$ cat config.mk
export PLATFORM = sky130hd
export DESIGN_NAME = fetch_unit
export DESIGN_NICKNAME = d
export VERILOG_FILES = /design/src/rtl/fetch_unit.sv
export SDC_FILE = /design/constraint.sdc
export NUM_CORES = 1
export LEC_CHECK = 0
export CORE_MARGIN = 3
export CORE_UTILIZATION = 48
export DETAILED_ROUTE_END_ITERATION = 8
export PLACE_DENSITY = 0.88
export RECOVER_POWER = 25
export SLEW_MARGIN = 0
export SYNTH_ARGS = -nofsm -noshare
export SYNTH_HDL_FRONTEND = slang
export SYNTH_SLANG_ARGS = --single-unit
export TNS_END_PERCENT = 50
$ cat constraint.sdc
create_clock -name clk -period 7.2 [get_ports clk]
set_input_delay 1.44 -clock clk [delete_from_list [all_inputs] [get_ports clk]]
set_output_delay 1.44 -clock clk [all_outputs]
set_load 0.005 [all_outputs]
$ cat src/rtl/fetch_unit.sv
// Instruction fetch unit: holds the PC, requests one word per instruction and
// presents it to the decoder until the datapath retires it.
// Latency: 1 cycle from imem_ready to instr_valid; next request 1 cycle after exec_done.
// Backpressure: imem_req/imem_addr are held until imem_ready; instr is held until exec_done.
//
// Ports:
//   clk, rst              single clock, synchronous active-high reset
//   PCSrc, JALR_Src       next-PC select (JALR_Src has priority), sampled on exec_done
//   ImmExt, ALUResult     PC-relative offset / register jump target
//   exec_done             one-cycle retire strobe for the current instr
//   imem_req, imem_addr   instruction memory request and word address
//   imem_ready, imem_rdata instruction memory response
//   instr, pc, pc_plus4   decoder-facing instruction, its address and address+4
//   instr_valid           instr is decodable
//   misalign_err          sticky: a retired instruction produced a misaligned next PC
module fetch_unit #(
    parameter logic [31:0] RESET_PC  = 32'h0000_0000,
    parameter logic [31:0] NOP_INSTR = 32'h0000_0013
) (
    input  logic        clk,
    input  logic        rst,
    input  logic        PCSrc,
    input  logic        JALR_Src,
    input  logic [31:0] ImmExt,
    input  logic [31:0] ALUResult,
    input  logic        exec_done,
    output logic        imem_req,
    output logic [31:0] imem_addr,
    input  logic        imem_ready,
    input  logic [31:0] imem_rdata,
    output logic [31:0] instr,
    output logic [31:0] pc,
    output logic [31:0] pc_plus4,
    output logic        instr_valid,
    output logic        misalign_err
);

    typedef enum logic [1:0] {
        FETCH = 2'd0,
        VALID = 2'd1,
        HALT  = 2'd2
    } state_t;

    state_t      state;
    state_t      state_nxt;

    logic        take_resp;   // accept the memory response this cycle
    logic        retire;      // current instruction retires this cycle
    logic [31:0] next_pc;
    logic        next_pc_ok;

    // JALR clears bit 0 of the target, so the LSB of ALUResult never matters.
    logic        unused_alu_lsb;
    assign unused_alu_lsb = ALUResult[0];

    // PC arithmetic wraps naturally at 32 bits.
    assign pc_plus4   = pc + 32'd4;
    assign imem_addr  = pc;

    always_comb begin
        next_pc = pc_plus4;
        if (JALR_Src) begin
            next_pc = {ALUResult[31:1], 1'b0};
        end else if (PCSrc) begin
            next_pc = pc + ImmExt;
        end
    end

    assign next_pc_ok = (next_pc[1:0] == 2'b00);

    // State register
    always_ff @(posedge clk) begin
        if (rst) begin
            state <= FETCH;
        end else begin
            state <= state_nxt;
        end
    end

    // Next-state and control decode
    always_comb begin
        state_nxt = state;
        imem_req  = 1'b0;
        take_resp = 1'b0;
        retire    = 1'b0;
        case (state)
            FETCH: begin
                // Request is masked during reset so nothing is issued before release.
                // exec_done is deliberately not looked at here.
                imem_req = !rst;
                if (imem_ready && !rst) begin
                    take_resp = 1'b1;
                    state_nxt = VALID;
                end
            end
            VALID: begin
                if (exec_done && !rst) begin
                    retire    = 1'b1;
                    state_nxt = next_pc_ok ? FETCH : HALT;
                end
            end
            HALT: begin
                state_nxt = HALT;
            end
            default: begin
                state_nxt = FETCH;
            end
        endcase
    end

    // PC / instruction / status registers
    always_ff @(posedge clk) begin
        if (rst) begin
            pc           <= RESET_PC;
            instr        <= NOP_INSTR;
            instr_valid  <= 1'b0;
            misalign_err <= 1'b0;
        end else if (take_resp) begin
            instr       <= imem_rdata;
            instr_valid <= 1'b1;
        end else if (retire) begin
            instr       <= NOP_INSTR;
            instr_valid <= 1'b0;
            if (next_pc_ok) begin
                pc <= next_pc;
            end else begin
                // PC stays on the offending instruction for post-mortem.
                misalign_err <= 1'b1;
            end
        end
    end

endmodule

==> flow_results.xml <==
<?xml version="1.0" encoding="UTF-8"?>
<metrics>
  <group name="outcome">
    <metric name="outcome" unit="">complete, but fails checks</metric>
    <metric name="failed_checks" unit="">max-capacitance violations, max-slew violations</metric>
  </group>
  <group name="clock_network">
    <metric name="clock_latency" unit="ns">0.33</metric>
    <metric name="resized_cells_post_cts" unit="">0</metric>
    <metric name="clock_sink_count" unit="">68</metric>
    <metric name="htree_num_levels" unit="">3</metric>
    <metric name="cts_root_buffer" unit="">clkbuf_16</metric>
    <metric name="clk_path_buf_depth" unit="">2</metric>
    <metric name="post_cts_hold_buffer_count" unit="">0</metric>
    <metric name="tritoncts" unit="">done</metric>
    <metric name="cts.clk_slew.worst_paths" unit="ns">0.06</metric>
    <metric name="cts_post_setup_buffers_inserted" unit="">0</metric>
    <metric name="cts_buffers" unit="">9</metric>
  </group>
  <group name="yosys">
    <metric name="ys_warn_count" unit="">0</metric>
    <metric name="synth_enable_flop_cells" unit="">0</metric>
    <metric name="netlist_area_pre_place" unit="mm^2">0.00567</metric>
    <metric name="ys_async_sr_fraction" unit="">0</metric>
    <metric name="synth_area_per_cell" unit="um^2">7.39</metric>
    <metric name="postSynthCellCount" unit="">768</metric>
    <metric name="ys_ff_latch" unit="">68</metric>
    <metric name="synth_fp_nets" unit="">903</metric>
    <metric name="synth_cell_types" unit="">67</metric>
    <metric name="yosysSeqAreaShare" unit="">0.240</metric>
    <metric name="synth_flop_cell" unit="">dfxtp_1</metric>
  </group>
  <group name="routing">
    <metric name="antenna_left" unit="">0</metric>
    <metric name="number_of_drc_violations_after_detailed_routing" unit="">0</metric>
    <metric name="vias_per_cell" unit="">5.98</metric>
    <metric name="firstDrtPassIters" unit="">5</metric>
    <metric name="detail_route.wl_per_cell" unit="um">18.8</metric>
    <metric name="drtIter0Drc" unit="">517</metric>
    <metric name="vias_after_detailed_routing" unit="">6494</metric>
    <metric name="wl" unit="um">20400</metric>
  </group>
  <group name="min_path">
    <metric name="hold_path.class" unit="">flip-flop to flip-flop</metric>
  </group>
  <group name="final_layout">
    <metric name="nets" unit="">1073</metric>
    <metric name="fill_cells" unit="">960</metric>
    <metric name="mostFrequentLayoutCells" unit="">182 x clkdlybuf4s50_1, 85 x nand2_1, 77 x a21oi_1</metric>
    <metric name="multiInputGateArea" unit="mm^2">0.00384</metric>
    <metric name="post-route-util" unit="">0.704</metric>
    <metric name="area.growth.synth_to_final" unit="%">42.4</metric>
    <metric name="antenna-diode-count" unit="">0</metric>
    <metric name="final_cell_count_no_fill" unit="">1086</metric>
    <metric name="seq_area" unit="mm^2">0.00136</metric>
    <metric name="mostFrequentLayoutCell" unit="">clkdlybuf4s50_1</metric>
    <metric name="post_route_cells_drive_above_1_share" unit="">0.0329</metric>
  </group>
  <group name="global_routing">
    <metric name="number_of_antenna_violations_at_the_first_check_in_global_routing" unit="">0</metric>
    <metric name="first_pass_grt_wire_length" unit="um">31900</metric>
    <metric name="grtUsageTotal" unit="">0.300</metric>
    <metric name="number_of_global_route_vias_before_repair" unit="">6252</metric>
    <metric name="maximum_number_of_pins_on_one_net_before_global_route_repair" unit="">59</metric>
    <metric name="grt_overflow" unit="">0</metric>
  </group>
  <group name="placed_design">
    <metric name="place_congestion" unit="">0.992</metric>
    <metric name="numPortBuffers" unit="">231</metric>
    <metric name="hpwlAfterDp" unit="um">15100</metric>
    <metric name="dp.cells" unit="">1070</metric>
  </group>
  <group name="critical_path">
    <metric name="worst_setup_path_start_kind" unit="">input port</metric>
    <metric name="end_kind" unit="">primary output</metric>
    <metric name="crit_path_max_fanout" unit="">58</metric>
    <metric name="cp.required" unit="ns">5.76</metric>
    <metric name="path_class" unit="">input port to primary output</metric>
    <metric name="cp.arrival" unit="ns">4.15</metric>
  </group>
  <group name="floorplanning">
    <metric name="floorplan.initialDensity" unit="">0.495</metric>
    <metric name="row_count" unit="">39</metric>
    <metric name="fp.dieW" unit="um">115</metric>
    <metric name="die_footprint" unit="mm^2">0.0132</metric>
    <metric name="num_io_pins" unit="">233</metric>
    <metric name="vertical_extent_of_the_die" unit="um">115</metric>
    <metric name="placeableCoreArea" unit="mm^2">0.0115</metric>
  </group>
  <group name="sta">
    <metric name="min_period_over_period" unit="">0.776</metric>
    <metric name="worst_clock_skew" unit="ns">0.00444</metric>
    <metric name="fmaxAchievable" unit="GHz">0.179</metric>
    <metric name="min_clock_period_post_route" unit="ns">5.59</metric>
    <metric name="report.final.setup_viol" unit="">0</metric>
    <metric name="grt_setup_unrepaired" unit="">no</metric>
    <metric name="drv_slew" unit="">59</metric>
    <metric name="max_slew_margin" unit="">-0.801</metric>
    <metric name="worstMarginPinSlew" unit="ns">2.70</metric>
    <metric name="final_hold_violation_count" unit="">0</metric>
    <metric name="fin_tns_setup" unit="ns">0</metric>
  </group>
  <group name="power">
    <metric name="static-leakage-power" unit="nW">3.26</metric>
    <metric name="ir_drop" unit="mV">0.128</metric>
    <metric name="power.density_cell_area" unit="mW/mm^2">143</metric>
    <metric name="post-layout-total-power" unit="W">0.00116</metric>
  </group>
  <group name="run">
    <metric name="max_cap_viol_count" unit="">1</metric>
  </group>
</metrics>
## routing by layer
metal,routed length (um),vias up,track usage
met4,667,0,0.121
li1,-,3118,-
met2,9580,330,0.484
met5,0,-,0
met1,8470,2999,0.407
met3,1650,47,0.0370
## critical path, cell delays in order
cell,delay [ns]
clkbuf_1,1.87
nor3_1,0.24
clkdlybuf4s50_1,0.57
## cells in the mapped netlist (9+ instances only)
library cell   n  share of area
nand4_1       12          0.013
nor2_1        59          0.039
clkbuf_1      36          0.024
xor2_1        15          0.023
ha_1          32          0.071
o21ai_0       37          0.033
o31ai_1       10          0.013
and4_1        13          0.020
nor3_1        14          0.012
o211ai_1       9          0.012
buf_4         35          0.046
inv_1         14         0.0093
a211oi_1       9          0.012
xnor2_1       31          0.048
dfxtp_1       68           0.24
a21oi_1       77          0.068
a21o_1        18          0.024
nand2_1       85          0.056
nand3_1       51          0.045
and3_1        10          0.011
## state kept, by name, indices dropped and copies added, names as in the netlist
name and cells:
instr_valid 1, imem_addr 32, state 2, misalign_err 1
instr 32
## path summary, 6_finish.rpt
kind | slack (ns) | cells past startpoint | from | end
setup / recovery | 1.61 | 3 | rst | imem_req
hold / removal | 0.46 | 2 | instr[26] | instr[26]
setup reg to reg | 3.64 | 12 | imem_addr[0] | imem_addr[27]
hold reg to reg | 0.46 | 2 | instr[26] | instr[26]
## power breakdown
part | switching (W) | total (W) | internal (W)
sequential | 0.0000181 | 0.000410 | 0.000392
clock | 0.000184 | 0.000458 | 0.000274
combinational | 0.000139 | 0.000287 | 0.000148
## layout make-up
class	instances	area share
multi-input cells	610	0.476
repair buffers	235	0.289
flip-flops and latches	68	0.169
clock buffers	9	0.0279
well taps	143	0.0221
clock inverters	7	0.0102
inverters	14	0.00651
## stage by stage
step	hold slack [ns]	setup slack, ns	area (um^2)
final	0.462	1.61	8080
after CTS	0.465	2.53	8080
after global routing	0.484	1.32	8080
after global placement	0.452	2.24	7770
after floorplan	0.460	3.36	5670
after detailed placement	0.457	2.19	7770
## logic make-up (layout without fill, tap and decap cells)
| logic type | Yosys count | in the layout | share of synthesized area |
|---|---|---|---|
| flops | 68 | 68 | 0.240 |
| buf+inv | 90 | 265 | 0.0831 |
| xor+xnor | 46 | 46 | 0.0710 |
| compound gates | 230 | 230 | 0.260 |
| simple gates | 293 | 293 | 0.258 |
| fa+ha+maj | 33 | 33 | 0.0741 |
| mux | 8 | 8 | 0.0143 |
Note: power is estimated with default switching activity, not from simulation.
